<file path="config.mk">
export PLATFORM = sky130hd
export DESIGN_NAME = id_ex_decoder
export DESIGN_NICKNAME = d
export VERILOG_FILES = /design/src/rtl/id_ex_decoder.sv
export SDC_FILE = /design/constraint.sdc
export NUM_CORES = 1
export LEC_CHECK = 0
export BUFFER_PORTS_ARGS = -buffer_cell sky130_fd_sc_hd__buf_2
export CAP_MARGIN = 20
export CORE_MARGIN = 2
export CORE_UTILIZATION = 30
export CTS_CLUSTER_DIAMETER = 200
export DETAILED_ROUTE_END_ITERATION = 10
export GPL_ROUTABILITY_DRIVEN = 0
export HOLD_SLACK_MARGIN = 0.03
export PLACE_DENSITY = 0.49
export SYNTH_ARGS = -nofsm -noshare
export SYNTH_HDL_FRONTEND = slang
export SYNTH_SLANG_ARGS = --single-unit
</file>
<file path="constraint.sdc">
create_clock -name clk -period 1.5 [get_ports clk]
set_input_delay 0 -clock clk [delete_from_list [all_inputs] [get_ports clk]]
set_output_delay 0 -clock clk [all_outputs]
set_load 0.005 [all_outputs]
</file>
<file path="src/rtl/id_ex_decoder.sv">
// Decode/issue stage: turns 16-bit instruction words into the registered ID/EX
// bundle (ALU control vector, operand fields, memory strobes) and owns the carry flag.
module id_ex_decoder #(
    parameter int OPW = 5,
    parameter int RAW = 3
) (
    input  logic           clk,
    input  logic           rst,
    input  logic           if_valid,
    input  logic [15:0]    if_instr,
    output logic           if_ready,
    input  logic           ex_ready,
    input  logic           flush,
    input  logic           alu_cout_valid,
    input  logic           alu_cout,
    output logic           idex_valid,
    output logic           ALU_EN,
    output logic [0:13]    ALU_ctrl,
    output logic           rns_en,
    output logic [RAW-1:0] rd_addr,
    output logic [RAW-1:0] rs1_addr,
    output logic [RAW-1:0] rs2_addr,
    output logic [7:0]     imm8,
    output logic           rd_we,
    output logic           mem_rd,
    output logic           mem_wr,
    output logic           illegal_op
);

    localparam logic [OPW-1:0] OP_NOP  = OPW'(0);
    localparam logic [OPW-1:0] OP_ADD  = OPW'(1);
    localparam logic [OPW-1:0] OP_ADC  = OPW'(2);
    localparam logic [OPW-1:0] OP_SUB  = OPW'(3);
    localparam logic [OPW-1:0] OP_CMP  = OPW'(4);
    localparam logic [OPW-1:0] OP_AND  = OPW'(5);
    localparam logic [OPW-1:0] OP_OR   = OPW'(6);
    localparam logic [OPW-1:0] OP_LAND = OPW'(7);
    localparam logic [OPW-1:0] OP_LOR  = OPW'(8);
    localparam logic [OPW-1:0] OP_LNOT = OPW'(9);
    localparam logic [OPW-1:0] OP_SHL  = OPW'(10);
    localparam logic [OPW-1:0] OP_LD   = OPW'(11);
    localparam logic [OPW-1:0] OP_ST   = OPW'(12);
    localparam logic [OPW-1:0] OP_JMP  = OPW'(13);
    localparam logic [OPW-1:0] OP_RNS0 = OPW'(16);
    localparam logic [OPW-1:0] OP_RNS1 = OPW'(17);
    localparam logic [OPW-1:0] OP_RNS2 = OPW'(18);
    localparam logic [OPW-1:0] OP_RNS3 = OPW'(19);

    localparam int C_ADD   = 0;
    localparam int C_OR    = 1;
    localparam int C_NOT   = 2;
    localparam int C_ANDBW = 3;
    localparam int C_ORBW  = 4;
    localparam int C_AND   = 6;
    localparam int C_CIN   = 7;
    localparam int C_COMPL = 8;
    localparam int C_JMP   = 9;
    localparam int C_CMP   = 10;
    localparam int C_SHL   = 11;
    localparam int C_LGCL  = 12;
    localparam int C_STORE = 13;

    typedef struct packed {
        logic           valid;
        logic           alu_en;
        logic [0:13]    ctrl;
        logic           rns_en;
        logic [RAW-1:0] rd;
        logic [RAW-1:0] rs1;
        logic [RAW-1:0] rs2;
        logic [7:0]     imm;
        logic           rd_we;
        logic           mem_rd;
        logic           mem_wr;
        logic           is_ld;
        logic           wr_carry;
    } idex_t;

    idex_t          dec;
    idex_t          idex_d;
    idex_t          idex_q;
    logic [OPW-1:0] opcode;
    logic           use_rs1;
    logic           use_rs2;
    logic           dec_illegal;
    logic           carry_now;
    logic           load_use;
    logic           carry_haz;
    logic           accept;
    logic           illegal_d;
    logic           illegal_q;
    logic           c_flag_d;
    logic           c_flag_q;

    assign opcode = if_instr[15:11];

    // An ADC decoded while the ALU reports a carry takes that carry directly.
    assign carry_now = alu_cout_valid ? alu_cout : c_flag_q;

    // NOTE: every signal driven here gets a default first, so no path infers a latch.
    always_comb begin
        dec         = '0;
        dec.valid   = 1'b1;
        dec.alu_en  = 1'b1;
        dec.rd      = if_instr[10:8];
        dec.rs1     = if_instr[7:5];
        dec.rs2     = if_instr[4:2];
        dec.imm     = if_instr[7:0];
        use_rs1     = 1'b1;
        use_rs2     = 1'b1;
        dec_illegal = 1'b0;
        case (opcode)
            OP_NOP: begin
                dec.alu_en = 1'b0;
                use_rs1    = 1'b0;
                use_rs2    = 1'b0;
            end
            OP_ADD: begin
                dec.ctrl[C_ADD] = 1'b1;
                dec.rd_we       = 1'b1;
                dec.wr_carry    = 1'b1;
            end
            OP_ADC: begin
                dec.ctrl[C_ADD] = 1'b1;
                dec.ctrl[C_CIN] = carry_now;
                dec.rd_we       = 1'b1;
                dec.wr_carry    = 1'b1;
            end
            OP_SUB: begin
                dec.ctrl[C_ADD]   = 1'b1;
                dec.ctrl[C_COMPL] = 1'b1;
                dec.ctrl[C_CIN]   = 1'b1;
                dec.rd_we         = 1'b1;
                dec.wr_carry      = 1'b1;
            end
            OP_CMP: begin
                dec.ctrl[C_CMP]   = 1'b1;
                dec.ctrl[C_COMPL] = 1'b1;
                dec.ctrl[C_CIN]   = 1'b1;
            end
            OP_AND: begin
                dec.ctrl[C_ANDBW] = 1'b1;
                dec.ctrl[C_LGCL]  = 1'b1;
                dec.rd_we         = 1'b1;
            end
            OP_OR: begin
                dec.ctrl[C_ORBW] = 1'b1;
                dec.ctrl[C_LGCL] = 1'b1;
                dec.rd_we        = 1'b1;
            end
            OP_LAND: begin
                dec.ctrl[C_AND]  = 1'b1;
                dec.ctrl[C_LGCL] = 1'b1;
                dec.rd_we        = 1'b1;
            end
            OP_LOR: begin
                dec.ctrl[C_OR]   = 1'b1;
                dec.ctrl[C_LGCL] = 1'b1;
                dec.rd_we        = 1'b1;
            end
            OP_LNOT: begin
                dec.ctrl[C_NOT]  = 1'b1;
                dec.ctrl[C_LGCL] = 1'b1;
                dec.rd_we        = 1'b1;
                use_rs2          = 1'b0;
            end
            OP_SHL: begin
                dec.ctrl[C_SHL] = 1'b1;
                dec.rd_we       = 1'b1;
                dec.wr_carry    = 1'b1;
                use_rs2         = 1'b0;
            end
            OP_LD: begin
                dec.ctrl[C_ADD]   = 1'b1;
                dec.ctrl[C_STORE] = 1'b1;
                dec.mem_rd        = 1'b1;
                dec.rd_we         = 1'b1;
                dec.is_ld         = 1'b1;
            end
            OP_ST: begin
                dec.ctrl[C_ADD]   = 1'b1;
                dec.ctrl[C_STORE] = 1'b1;
                dec.mem_wr        = 1'b1;
            end
            OP_JMP: begin
                dec.ctrl[C_JMP] = 1'b1;
                dec.alu_en      = 1'b0;
                use_rs1         = 1'b0;
                use_rs2         = 1'b0;
            end
            OP_RNS0, OP_RNS1, OP_RNS2, OP_RNS3: begin
                dec.alu_en = 1'b0;
                dec.rns_en = 1'b1;
                dec.rd_we  = 1'b1;
            end
            default: begin
                dec.alu_en  = 1'b0;
                use_rs1     = 1'b0;
                use_rs2     = 1'b0;
                dec_illegal = 1'b1;
            end
        endcase
    end

    // A held load blocks any reader of its destination; a held carry writer blocks ADC
    // until it leaves, so the ADC sees the fresh carry.
    assign load_use  = idex_q.valid && idex_q.is_ld &&
                       ((use_rs1 && (idex_q.rd == if_instr[7:5])) ||
                        (use_rs2 && (idex_q.rd == if_instr[4:2])));
    assign carry_haz = idex_q.valid && idex_q.wr_carry && (opcode == OP_ADC);

    assign if_ready  = !(load_use || carry_haz) && !flush && (ex_ready || !idex_q.valid);
    assign accept    = if_valid && if_ready;

    always_comb begin
        idex_d = idex_q;
        if (flush) begin
            idex_d = '0;
        end else if (accept) begin
            idex_d = dec;
        end else if (ex_ready || !idex_q.valid) begin
            idex_d = '0;
        end
    end

    assign illegal_d = accept && dec_illegal;
    assign c_flag_d  = carry_now;

    // NOTE: registers update with non-blocking assignments so every flop samples pre-edge values.
    always_ff @(posedge clk or posedge rst) begin
        if (rst) begin
            idex_q    <= '0;
            illegal_q <= 1'b0;
            c_flag_q  <= 1'b0;
        end else begin
            idex_q    <= idex_d;
            illegal_q <= illegal_d;
            c_flag_q  <= c_flag_d;
        end
    end

    assign idex_valid = idex_q.valid;
    assign ALU_EN     = idex_q.alu_en;
    assign ALU_ctrl   = idex_q.ctrl;
    assign rns_en     = idex_q.rns_en;
    assign rd_addr    = idex_q.rd;
    assign rs1_addr   = idex_q.rs1;
    assign rs2_addr   = idex_q.rs2;
    assign imm8       = idex_q.imm;
    assign rd_we      = idex_q.rd_we;
    assign mem_rd     = idex_q.mem_rd;
    assign mem_wr     = idex_q.mem_wr;
    assign illegal_op = illegal_q;

endmodule

</file>
* Word-level counts from Yosys, hierarchy flattened
Cells that the tools add are included.
** Cells by class
- $add $sub $neg :: 0
- Bitwise logic cells :: 0
- $mul :: 0
- Mux-type cells :: 26
- Shift-type cells :: 0
- Divide/modulo/power cells :: 0
- $lt $le $gt $ge :: 0
- Equality and inequality tests :: 19
- Reductions and logical operators :: 29
** Operators with widths (count)
- two-way mux 39 bit :: 3
- equality test 5 x 4 -> 1 bit (second input constant) :: 6
- OR reduction 14 bit :: 2
- two-way mux 1 bit :: 22
- equality test 5 x 3 -> 1 bit (second input constant) :: 4
- equality test 5 bit (second input constant) :: 4
- OR reduction 18 bit :: 1
- OR reduction 16 bit :: 1
- OR reduction 12 bit :: 1
- equality test 5 x 2 -> 1 bit (second input constant) :: 2
- logical AND 1 bit :: 10
- OR reduction 5 bit :: 2
- OR reduction 4 bit :: 2
- equality test 3 bit :: 2
- equality test 5 x 1 -> 1 bit (second input constant) :: 1
- logical NOT 5 bit :: 1
- OR reduction 2 bit :: 2
- logical NOT 1 bit :: 3
- logical OR 1 bit :: 3
- nonzero test 3 bit :: 1
- case mux 1 bit (2 select lines) :: 1
** Word-level totals
- Bits in read-only memories :: 0
- Bits in latches :: 0
- Memory bits (writable) :: 0
- Word-level logic and storage cells :: 89
- Memories :: 0
- Register bits :: 41

* Logic depth before layout (Yosys ltp)
Gate-level depths: netlist of the first run.
- Depth after elaboration :: 13
- Mapped depth :: 6

* Worst setup path before layout of the first run
OpenSTA, ideal clock, no wires.
- Path kind :: flip-flop to flip-flop
- From :: register idex_q (netlist bit rd_addr[1])
- To :: register idex_q (netlist bit rs2_addr[1])
- Setup time :: 0.122 ns
- Path slack :: 0.113 ns
- Buffers on the path :: 1
- Arrival :: 1.265 ns
- Cell stages (with the launch flop) :: 6
- Period minus slack after synthesis :: 1.387 ns
- Cells stage by stage :: dfrtp_1 -> xnor2_1 -> o2111ai_1 -> a21o_1 -> buf_6 -> a32o_1
** Between the ends
- Word-level cells in the longest chain between the ends :: 11
** RTL lines
- start, declared :: RTL line 81 : idex_t idex_q;
- start signal, assigned :: RTL line 236 : idex_q <= idex_d;
- equality test 3 bit (on tied branches) :: RTL line 208, 209
- logical AND 1 bit (on tied branches) :: RTL line 208, 209
- logical OR 1 bit (*) :: RTL line 208 : ((use_rs1 && (idex_q.rd == if_instr[7:5])) ||
- logical AND 1 bit (*) :: RTL line 207 : assign load_use = idex_q.valid && idex_q.is_ld &&
- logical OR 1 bit (*) :: RTL line 212 : assign if_ready = !(load_use || carry_haz) && !flush && (ex_ready || !idex_q.valid);
- logical NOT 1 bit (*) :: RTL line 212
- logical AND 1 bit (*) (2 in a row) :: RTL line 212
- logical AND 1 bit (*) :: RTL line 213 : assign accept = if_valid && if_ready;
- two-way mux 39 bit :: RTL line 219 : end else if (accept) begin
- two-way mux 39 bit :: RTL line 217 : if (flush) begin
Every way passes the cells marked *; elsewhere a longest branch is shown, timed or not.
A chain may end at the register's enable or synchronous reset.

* Worst setup path in the final report of the first run
- From :: register idex_q (netlist bit rd_addr[0])
- To :: register idex_q (netlist bit rs1_addr[2])
The elaborated chain is that of the path after synthesis.

==> out/results.ini, run 1 <==
[floorplanning]
io_pins=62
rows=29
die_area_sq_um=7170
initial_core_util=0.309
die_h_um=84.7
coreArea_sq_um=6310
die_w_um=84.7

[grt]
antenna_found_initial=0
grt_util_all_layers=0.139
grt_start_max_net_pins=34
use_met1=0.184
grt_pass1_wl_um=8070
gr-total-overflow=0
use_met3=0.0442
busiest_layer=met2
grt_pass1_vias=1601
met2_usage=0.223

[synthesis]
ys_ff_latch=33
yosysTopAreaCell=dfrtp_1
synth-edff-count=0
syn_nets=216
avgSynthCellArea_sq_um=10.1
synth_cell_types=44
synthTopCellsByArea=dfrtp_1 42%, buf_4 12%, a32o_1 6.7%, a22o_1 3.1%, nand2_1 2.9%
synth_area_sq_um=1950
synth_cells=193
seq_area_frac_synth=0.423
yosysTopAreaCellShare=0.423
ys.flop_type=dfrtp_1
ys_async_sr_fraction=1.00
yosysWarnings=0

[finish]
final_cell_mix=60 x buf_2, 30 x dfrtp_1, 22 x buf_4
fin_area_sq_um=2550
n_fill_cell=668
syn_to_final_growth_pct=30.8
layout-drive-gt1-share=0.453
stdcell_count=333
final_util=0.405
layout_commonest_cell=buf_2
nets=279
diodes=0

[setup_path]
critical_path_class=reg2reg
critPathLaunchType=register
arrival_ns=1.73
critPathRequiredTime_ns=1.66
cp-end-kind=register
cp_max_fo=6

[placed_design]
dp_hpwl_um=3570
place_inst=308
portBuffers=60
dpl-instance-area_sq_um=2210

[clocking]
clockRootBuffer=clkbuf_8
cts.path.max_buffers=2
path_clk_slew_ns=0.07
ctsHtreeMaxLevel=2
clk_latency_ns=0.28
cts-buffers-inserted=5
cts_tree=done
cts_sinks=33

[sta]
slew_viol_final=0
rsz0062_at_grt=yes
fin_skew_ns=0.00553
fin_crit_ns=1.57
setup_viol=14
setup_tns_ns=-0.393
whs_ns=0.0652
max_freq_mhz=639
setup_ws_ns=-0.0661
hold_viol=0
finalCritPeriodShare=1.04

[min_path]
hold_class=in2reg

[power]
comb_power_share=0.177
p_int_w=0.00146
power_frac_seq=0.481
ir_worst_vdd_mv=0.414
power.switching_w=0.000489
cellLeakagePower_nw=1.23
power.density_nw_per_um2=762
pwr-share-clk=0.342
swShare=0.251

[drt]
drt-pass1-iter-count=4
drtIter0Drc=30
wirelength_um=4940
vias=1620
viasPerCell=4.86
ant_nets=0
wl_per_cell_um=14.8
drc=0

[run]
maxCapViolCount=0

[status]
violations=negative setup slack
status=finished with violations

[flip-flops by register name (all words and copies together) (netlist names)]
register,flops
ALU_ctrl,13
rs1_addr,3
rns_en,1
ALU_EN,1
c_flag_q,1
rd_we,1
imm8,3
mem_wr,1
idex_valid,1
idex_q,1
rd_addr,3
illegal_op,1
rs2_addr,2
mem_rd,1
[logic make-up after synthesis]
group | count (synthesis) | share of synthesized area
simple gates | 56 | 0.163
compound gates | 50 | 0.211
buf+inv | 46 | 0.168
flops | 33 | 0.423
xor+xnor | 6 | 0.0269
mux | 1 | 0.00577
other cells | 1 | 0.00192
[Yosys cell counts, types with 5 or more instances]
| cell type | n |
|---|---|
| nand3_1 | 5 |
| nand2_1 | 15 |
| nor2_1 | 6 |
| o21ai_1 | 7 |
| a32o_1 | 13 |
| buf_4 | 32 |
| buf_2 | 5 |
| xnor2_1 | 6 |
| dfrtp_1 | 33 |
| nor3_1 | 5 |
| a22o_1 | 7 |
[worst paths after layout]
path                              start      endpoint  slack (ns)  depth (start not counted)
min in group asynchronous           rst        ALU_EN        0.35                          4
setup / recovery             rd_addr[0]   rs1_addr[2]       -0.07                          5
hold reg to reg            ALU_ctrl[13]  ALU_ctrl[13]        0.48                          2
setup reg to reg             rd_addr[0]   rs1_addr[2]       -0.07                          5
hold / removal             if_instr[14]  ALU_ctrl[13]        0.07                          3
max in group asynchronous           rst    rd_addr[2]        0.83                          4
[metal layers]
| metal | vias to the layer above | part of all wire |
|---|---|---|
| li1 | 800 | - |
| met2 | 51 | 0.46 |
| met5 | - | 0 |
| met3 | 5 | 0.067 |
| met4 | 0 | 0.0087 |
| met1 | 764 | 0.46 |
[critical path, stage by stage (launching register included)]
cell,delay [ns]
dfrtp_2,0.44
xnor2_2,0.15
o2111ai_2,0.16
a21o_1,0.30
buf_6,0.17
a32o_1,0.24
[power groups by stage]
stage / sequential (W) / clock (W) / combinational, W
2_1_floorplan: 0.000951 / 0 / 0.000188
3_3_place_gp: 0.000950 / 0 / 0.000296
3_5_place_dp: 0.000951 / 0 / 0.000295
4_1_cts: 0.000934 / 0.000707 / 0.000331
5_1_grt: 0.000940 / 0.000747 / 0.000380
6_report: 0.000936 / 0.000666 / 0.000345
[stage by stage]
| stage | power (W) | worst slack [ns] |
|---|---|---|
| 2_1_floorplan | 0.00114 | 0.113 |
| 3_3_place_gp | 0.00125 | 0.00621 |
| 3_5_place_dp | 0.00125 | -0.0386 |
| 4_1_cts | 0.00197 | -0.0735 |
| 5_1_grt | 0.00207 | -0.148 |
| 6_report | 0.00195 | -0.0661 |
[timing repair]
action | in CTS | in global routing
resized for setup | 2 | 18
cloned | 0 | 2
hold buffers | 13 | 1
buffers inserted | 2 | 0
pin swaps | 5 | 15
setup endpoints to repair | 14 | 28
endpoints found under the hold margin | 45 | 1
[layout make-up]
type,count,area [sq um],area share
inverters,1,3.75,0.00147
repair buffers,101,671,0.262
clock buffers,7,86.3,0.0338
flip-flops and latches,33,830,0.325
well taps,77,96.3,0.0377
multi-input cells,114,868,0.340
No activity file was read; power rests on OpenSTA's default activity.
==> run 2: changes to the inputs <==
--- a/config.mk
+++ b/config.mk
@@ -5,7 +5,7 @@
 export SDC_FILE = /design/constraint.sdc
 export NUM_CORES = 1
 export LEC_CHECK = 0
-export BUFFER_PORTS_ARGS = -buffer_cell sky130_fd_sc_hd__buf_2
+export BUFFER_PORTS_ARGS = -buffer_cell sky130_fd_sc_hd__buf_4
 export CAP_MARGIN = 20
 export CORE_MARGIN = 2
 export CORE_UTILIZATION = 30
@@ -14,6 +14,7 @@
 export GPL_ROUTABILITY_DRIVEN = 0
 export HOLD_SLACK_MARGIN = 0.03
 export PLACE_DENSITY = 0.49
+export SLEW_MARGIN = 20
 export SYNTH_ARGS = -nofsm -noshare
 export SYNTH_HDL_FRONTEND = slang
 export SYNTH_SLANG_ARGS = --single-unit
==> out/results.ini, run 2 (synthesized netlist as in run 1, its figures left out) <==
[status]
status=finished with violations  ; unchanged
violations=negative setup slack  ; unchanged

[placed_design]
dp_hpwl_um=3520  ; was 3570 um
dpl-instance-area_sq_um=2330  ; was 2210 sq um
portBuffers=60  ; unchanged
dp_slack_ns=-0.0441  ; was -0.0386 ns

[drt]
vias=1651  ; was 1620
wirelength_um=5080  ; was 4940 um
ant_nets=0  ; unchanged
drtIter0Drc=76  ; was 30
drt-pass1-iter-count=4  ; unchanged
drc=0  ; unchanged
viasPerCell=5.00  ; was 4.86
wl_per_cell_um=15.4  ; was 14.8 um

[setup_path]
critPathLaunchType=register  ; unchanged
cp-end-kind=register  ; unchanged
critPathRequiredTime_ns=1.67  ; was 1.66 ns
cp-endpoint=rs2_addr[1]  ; was rs1_addr[2]
worst_path_max_delay_cell=dfrtp_2  ; unchanged
cp-startpoint=rd_addr[0]  ; unchanged
r2r_slack_ns=-0.03  ; was -0.07 ns
critical_path_class=reg2reg  ; unchanged
ff2ff_path_depth=5  ; unchanged
cp_top_family=compound AO/OA/AOI/OAI gates  ; unchanged
path_cells=xnor2_2, o2111ai_2, a21o_1, buf_4, a32o_1  ; was xnor2_2, o2111ai_2, a21o_1, buf_6, a32o_1
cp_max_fo=4  ; was 6
r2r_end=rs2_addr[1]  ; was rs1_addr[2]
path_buf_inv=1  ; unchanged
path_depth=5  ; unchanged
slowest_delay_ns=0.45  ; was 0.44 ns
arrival_ns=1.71  ; was 1.73 ns
r2r_start=rd_addr[0]  ; unchanged

[clocking]
cts.path.max_buffers=2  ; unchanged
clk_latency_ns=0.28  ; about the same
ctsHtreeMaxLevel=2  ; unchanged
clockRootBuffer=clkbuf_8  ; unchanged
cts-buffers-inserted=5  ; unchanged
cts_tree=done  ; unchanged
path_clk_slew_ns=0.07  ; about the same
cts_sinks=33  ; unchanged

[floorplanning]
die_w_um=84.7  ; unchanged
io_pins=62  ; unchanged
rows=29  ; unchanged
die_h_um=84.7  ; unchanged
die_area_sq_um=7170  ; unchanged
initial_core_util=0.309  ; unchanged
coreArea_sq_um=6310  ; unchanged

[finish]
fin_area_sq_um=2730  ; was 2550 sq um
register_area_sq_um=827  ; was 830 sq um
diodes=0  ; unchanged
layout_commonest_cell=buf_4  ; was buf_2
final_util=0.432  ; was 0.405
final_cell_mix=77 x buf_4, 32 x dfrtp_1, 15 x nand2_1  ; was 60 x buf_2, 30 x dfrtp_1, 22 x buf_4
syn_to_final_growth_pct=39.6  ; was 30.8%
largest_reg_flops=13  ; unchanged
n_fill_cell=658  ; was 668
nets=275  ; was 279
multiInputGateArea_sq_um=907  ; was 868 sq um
layout-drive-gt1-share=0.462  ; was 0.453

[sta]
setup_tns_ns=-0.206  ; was -0.393 ns
fin_crit_ns=1.53  ; was 1.57 ns
rsz0062_at_grt=yes  ; unchanged
fin_skew_ns=0.00690  ; was 0.00553 ns
setup_viol=8  ; was 14
max_freq_mhz=652  ; was 639 MHz
finalCritPeriodShare=1.02  ; was 1.04
slew_viol_final=0  ; unchanged
hold_viol=0  ; unchanged
setup_ws_ns=-0.0340  ; was -0.0661 ns

[grt]
grt_start_max_net_pins=34  ; unchanged
gr-total-overflow=0  ; unchanged
antenna_found_initial=0  ; unchanged
grt_pass1_vias=1728  ; was 1601
grt_util_all_layers=0.146  ; was 0.139
grt_pass1_wl_um=8460  ; was 8070 um

[min_path]
hold_class=in2reg  ; unchanged
holdPathStages=3  ; unchanged

[power]
power.density_nw_per_um2=716  ; was 762 nW/um^2
ir_worst_vdd_mv=0.398  ; was 0.414 mV
cellLeakagePower_nw=1.25  ; was 1.23 nW

[run]
maxCapViolCount=0  ; unchanged

run 2: through the flow:
stage	hold WS (ns)	total power, W	std cells
after floorplan	0.0365	0.00114	193
after global placement	0.128	0.00127	304
after detailed placement	0.127	0.00127	304
after CTS	0.0579	0.00197	328
after global routing	0.0805	0.00206	330
final	0.0827	0.00195	330
run 2: metal layers:
layer / vias up / routed length (um) / GRT usage
met5: - / 0 / 0
met4: 0 / 36 / 0.0390
met3: 4 / 297 / 0.0393
met2: 49 / 2510 / 0.243
met1: 805 / 2240 / 0.189
li1: 793 / - / -
run 2: worst min path at each step:
stage | from | to | slack, ns
finish | if_instr[12] | illegal_op | 0.08
global route | if_instr[12] | illegal_op | 0.08
CTS | if_instr[12] | illegal_op | 0.06
detailed placement | rst | imm8[1] | 0.13
global placement | rst | imm8[1] | 0.13
floorplan | flush | if_ready | 0.04
run 2: area by class of cell:
type | instances | share of cell area
tap | 77 | 0.0353
clock buffer | 8 | 0.0294
timing repair buffer | 97 | 0.298
sequential | 33 | 0.303
inverter | 1 | 0.00138
multi-input combinational | 114 | 0.333
run 2: worst reg2reg max path, cell delays in order, from the launching register on:
cell and delay, ns:
dfrtp_2 0.45, xnor2_2 0.18, o2111ai_2 0.17, a21o_1 0.23
buf_4 0.16, a32o_1 0.23
run 2: where the power goes:
part,switching [W],internal (W),leakage [nW]
logic,0.000173,0.000204,0.764
registers,0.0000198,0.000917,0.449
clock network,0.000310,0.000330,0.0395
run 2: timing repair:
item	CTS	global route
endpoints found under the setup margin	27	31
gates cloned	1	1
hold buffers	14	0
hold endpoints to repair	45	0
buffers inserted	2	1
resized for setup	13	14
pin swaps	15	7
==> run 3: changes to the inputs <==
==> constraint.sdc (replaced) <==
create_clock -name clk -period 1.5 [get_ports clk]
set_input_delay 0.15 -clock clk [delete_from_list [all_inputs] [get_ports clk]]
set_output_delay 0.15 -clock clk [all_outputs]
set_load 0.005 [all_outputs]
==> out/results.ini, run 3 (synthesized netlist as in run 1, its figures left out) <==
[power]
cellLeakagePower_nw=1.24  ; was 1.25 nW
p_total_w=0.00195  ; about the same
ir_worst_vdd_mv=0.375  ; was 0.398 mV
power.density_nw_per_um2=723  ; was 716 nW/um^2

[min_path]
whs_endpoint=imm8[0]  ; was illegal_op
holdPathStages=2  ; was 3
min_from=if_instr[0]  ; was if_instr[12]
hold_class=in2reg  ; unchanged

[sta]
rsz0062_at_grt=yes  ; unchanged
max_freq_mhz=585  ; was 652 MHz
setup_tns_ns=-1.90  ; was -0.206 ns
hold_viol=0  ; unchanged
fin_crit_ns=1.71  ; was 1.53 ns
relSlewSlack=0.522
tightest_slew_ns=0.713
whs_ns=0.104  ; was 0.0827 ns
setup_viol=23  ; was 8
finalCritPeriodShare=1.14  ; was 1.02
slew_viol_final=0  ; unchanged
setup_ws_ns=-0.211  ; was -0.0340 ns
fin_skew_ns=0.00330  ; was 0.00690 ns

[grt]
use_met3=0.0472  ; was 0.0393
use_met1=0.199  ; was 0.189
grt_start_max_net_pins=34  ; unchanged
grt_util_all_layers=0.143  ; was 0.146
grt_pass1_vias=1571  ; was 1728
grt_pass1_wl_um=7920  ; was 8460 um
gr-total-overflow=0  ; unchanged
antenna_found_initial=0  ; unchanged
busiest_layer=met2  ; unchanged
met2_usage=0.215  ; was 0.243

[setup_path]
path_cells=and2b_1, buf_6, a41o_1, buf_6, nor3_4, buf_4  ; was xnor2_2, o2111ai_2, a21o_1, buf_4, a32o_1
critPathLaunchType=register  ; unchanged
critPathRequiredTime_ns=1.35  ; was 1.67 ns
cp-end-kind=output port  ; was register
crit_top_cell=buf_6
slowest_delay_ns=0.38  ; was 0.45 ns
critical_path_class=reg2out  ; was reg2reg
r2r_start=idex_valid  ; was rd_addr[0]
r2r_slack_ns=-0.11  ; was -0.03 ns
cp_max_fo=3  ; was 4
ff2ff_path_depth=5  ; unchanged
arrival_ns=1.56  ; was 1.71 ns
r2r_end=rd_addr[1]  ; was rs2_addr[1]
worst_path_max_delay_cell=dfrtp_1  ; was dfrtp_2

[finish]
layout_commonest_cell=buf_4  ; unchanged
final_cell_mix=88 x buf_4, 30 x dfrtp_1, 15 x nand2_1  ; was 77 x buf_4, 32 x dfrtp_1, 15 x nand2_1
syn_to_final_growth_pct=38.4  ; was 39.6%
n_fill_cell=658  ; unchanged
diodes=0  ; unchanged
fin_area_sq_um=2700  ; was 2730 sq um
largest_reg_flops=13  ; unchanged
nets=273  ; was 275
layout-drive-gt1-share=0.518  ; was 0.462

[drt]
ant_nets=0  ; unchanged
wl_per_cell_um=15.0  ; was 15.4 um
drtIter0Drc=92  ; was 76
viasPerCell=4.93  ; was 5.00
drt-pass1-iter-count=4  ; unchanged
vias=1618  ; was 1651
wirelength_um=4920  ; was 5080 um
drc=0  ; unchanged

[floorplanning]
coreArea_sq_um=6310  ; unchanged
die_h_um=84.7  ; unchanged
initial_core_util=0.309  ; unchanged
die_area_sq_um=7170  ; unchanged
io_pins=62  ; unchanged
die_w_um=84.7  ; unchanged
rows=29  ; unchanged

[clocking]
path_clk_slew_ns=0.06  ; was 0.07 ns
ctsHtreeMaxLevel=2  ; unchanged
cts_sinks=33  ; unchanged
clk_latency_ns=0.29  ; was 0.28 ns
cts_tree=done  ; unchanged
cts-buffers-inserted=5  ; unchanged
cts.path.max_buffers=2  ; unchanged
clockRootBuffer=clkbuf_8  ; unchanged

[status]
status=finished with violations  ; unchanged
violations=negative setup slack  ; unchanged

[placed_design]
portBuffers=60  ; unchanged
dp_hpwl_um=3610  ; was 3520 um
dpl-instance-area_sq_um=2410  ; was 2330 sq um

[run]
maxCapViolCount=0  ; unchanged

run 3: cell count changes in the layout (fill, tap and decap cells not counted), sizes merged:
cell,change
dlygate4sd3,-13
clkbuf,-1
nor2b,+1
buf,+11
run 3: power breakdown:
| part | switching, W | internal (W) | total (W) |
|---|---|---|---|
| clock | 0.000301 | 0.000329 | 0.000630 |
| sequential | 0.0000204 | 0.000918 | 0.000938 |
| combinational | 0.000181 | 0.000205 | 0.000386 |
run 3: how the worst max path moves through the flow:
stage                           from           to
final                     idex_valid     if_ready
after global routing      idex_valid     if_ready
after CTS                 idex_valid     if_ready
after detailed placement  idex_valid    idex_q[0]
after global placement      ex_ready  ALU_ctrl[6]
after floorplan           rd_addr[1]  rs2_addr[1]
run 3: critical path: cells and delay by family, from the launching register on:
kind / cells / cell delay [ns]
AOI/OAI and AO/OA: 1 / 0.23
buffers and inverters: 3 / 0.38
DFF: 1 / 0.38
and+or+nand+nor: 2 / 0.29
run 3: layout make-up:
type                       instances  area, sq um  share of cell area
clock buffer                       8         80.1              0.0296
inverter                           1         3.75             0.00139
multi-input combinational        115          958               0.354
sequential                        33          830               0.307
tap                               77         96.3              0.0356
timing repair buffer              94          736               0.272
run 3: routing by layer:
| metal | vias to the layer above | share of wire |
|---|---|---|
| met2 | 47 | 0.46 |
| li1 | 793 | - |
| met3 | 6 | 0.070 |
| met1 | 772 | 0.46 |
| met5 | - | 0 |
| met4 | 0 | 0.011 |
run 3: through the flow:
| stage | instances | util | setup slack [ns] |
|---|---|---|---|
| CTS | 328 | 0.424 | -0.211 |
| detailed placement | 314 | 0.381 | -0.350 |
| global route | 328 | 0.428 | -0.261 |
| finish | 328 | 0.428 | -0.211 |
| global placement | 314 | 0.381 | -0.329 |
| floorplan | 193 | - | 0.113 |
run 3: what timing repair did:
| action | CTS | global route |
|---|---|---|
| cloned | 1 | 0 |
| hold buffers | 1 | 0 |
| buffers inserted | 4 | 0 |
| endpoints found under the hold margin | 33 | 0 |
| endpoints found under the setup margin | 33 | 33 |
| pin swaps | 7 | 7 |
| resized for setup | 26 | 5 |
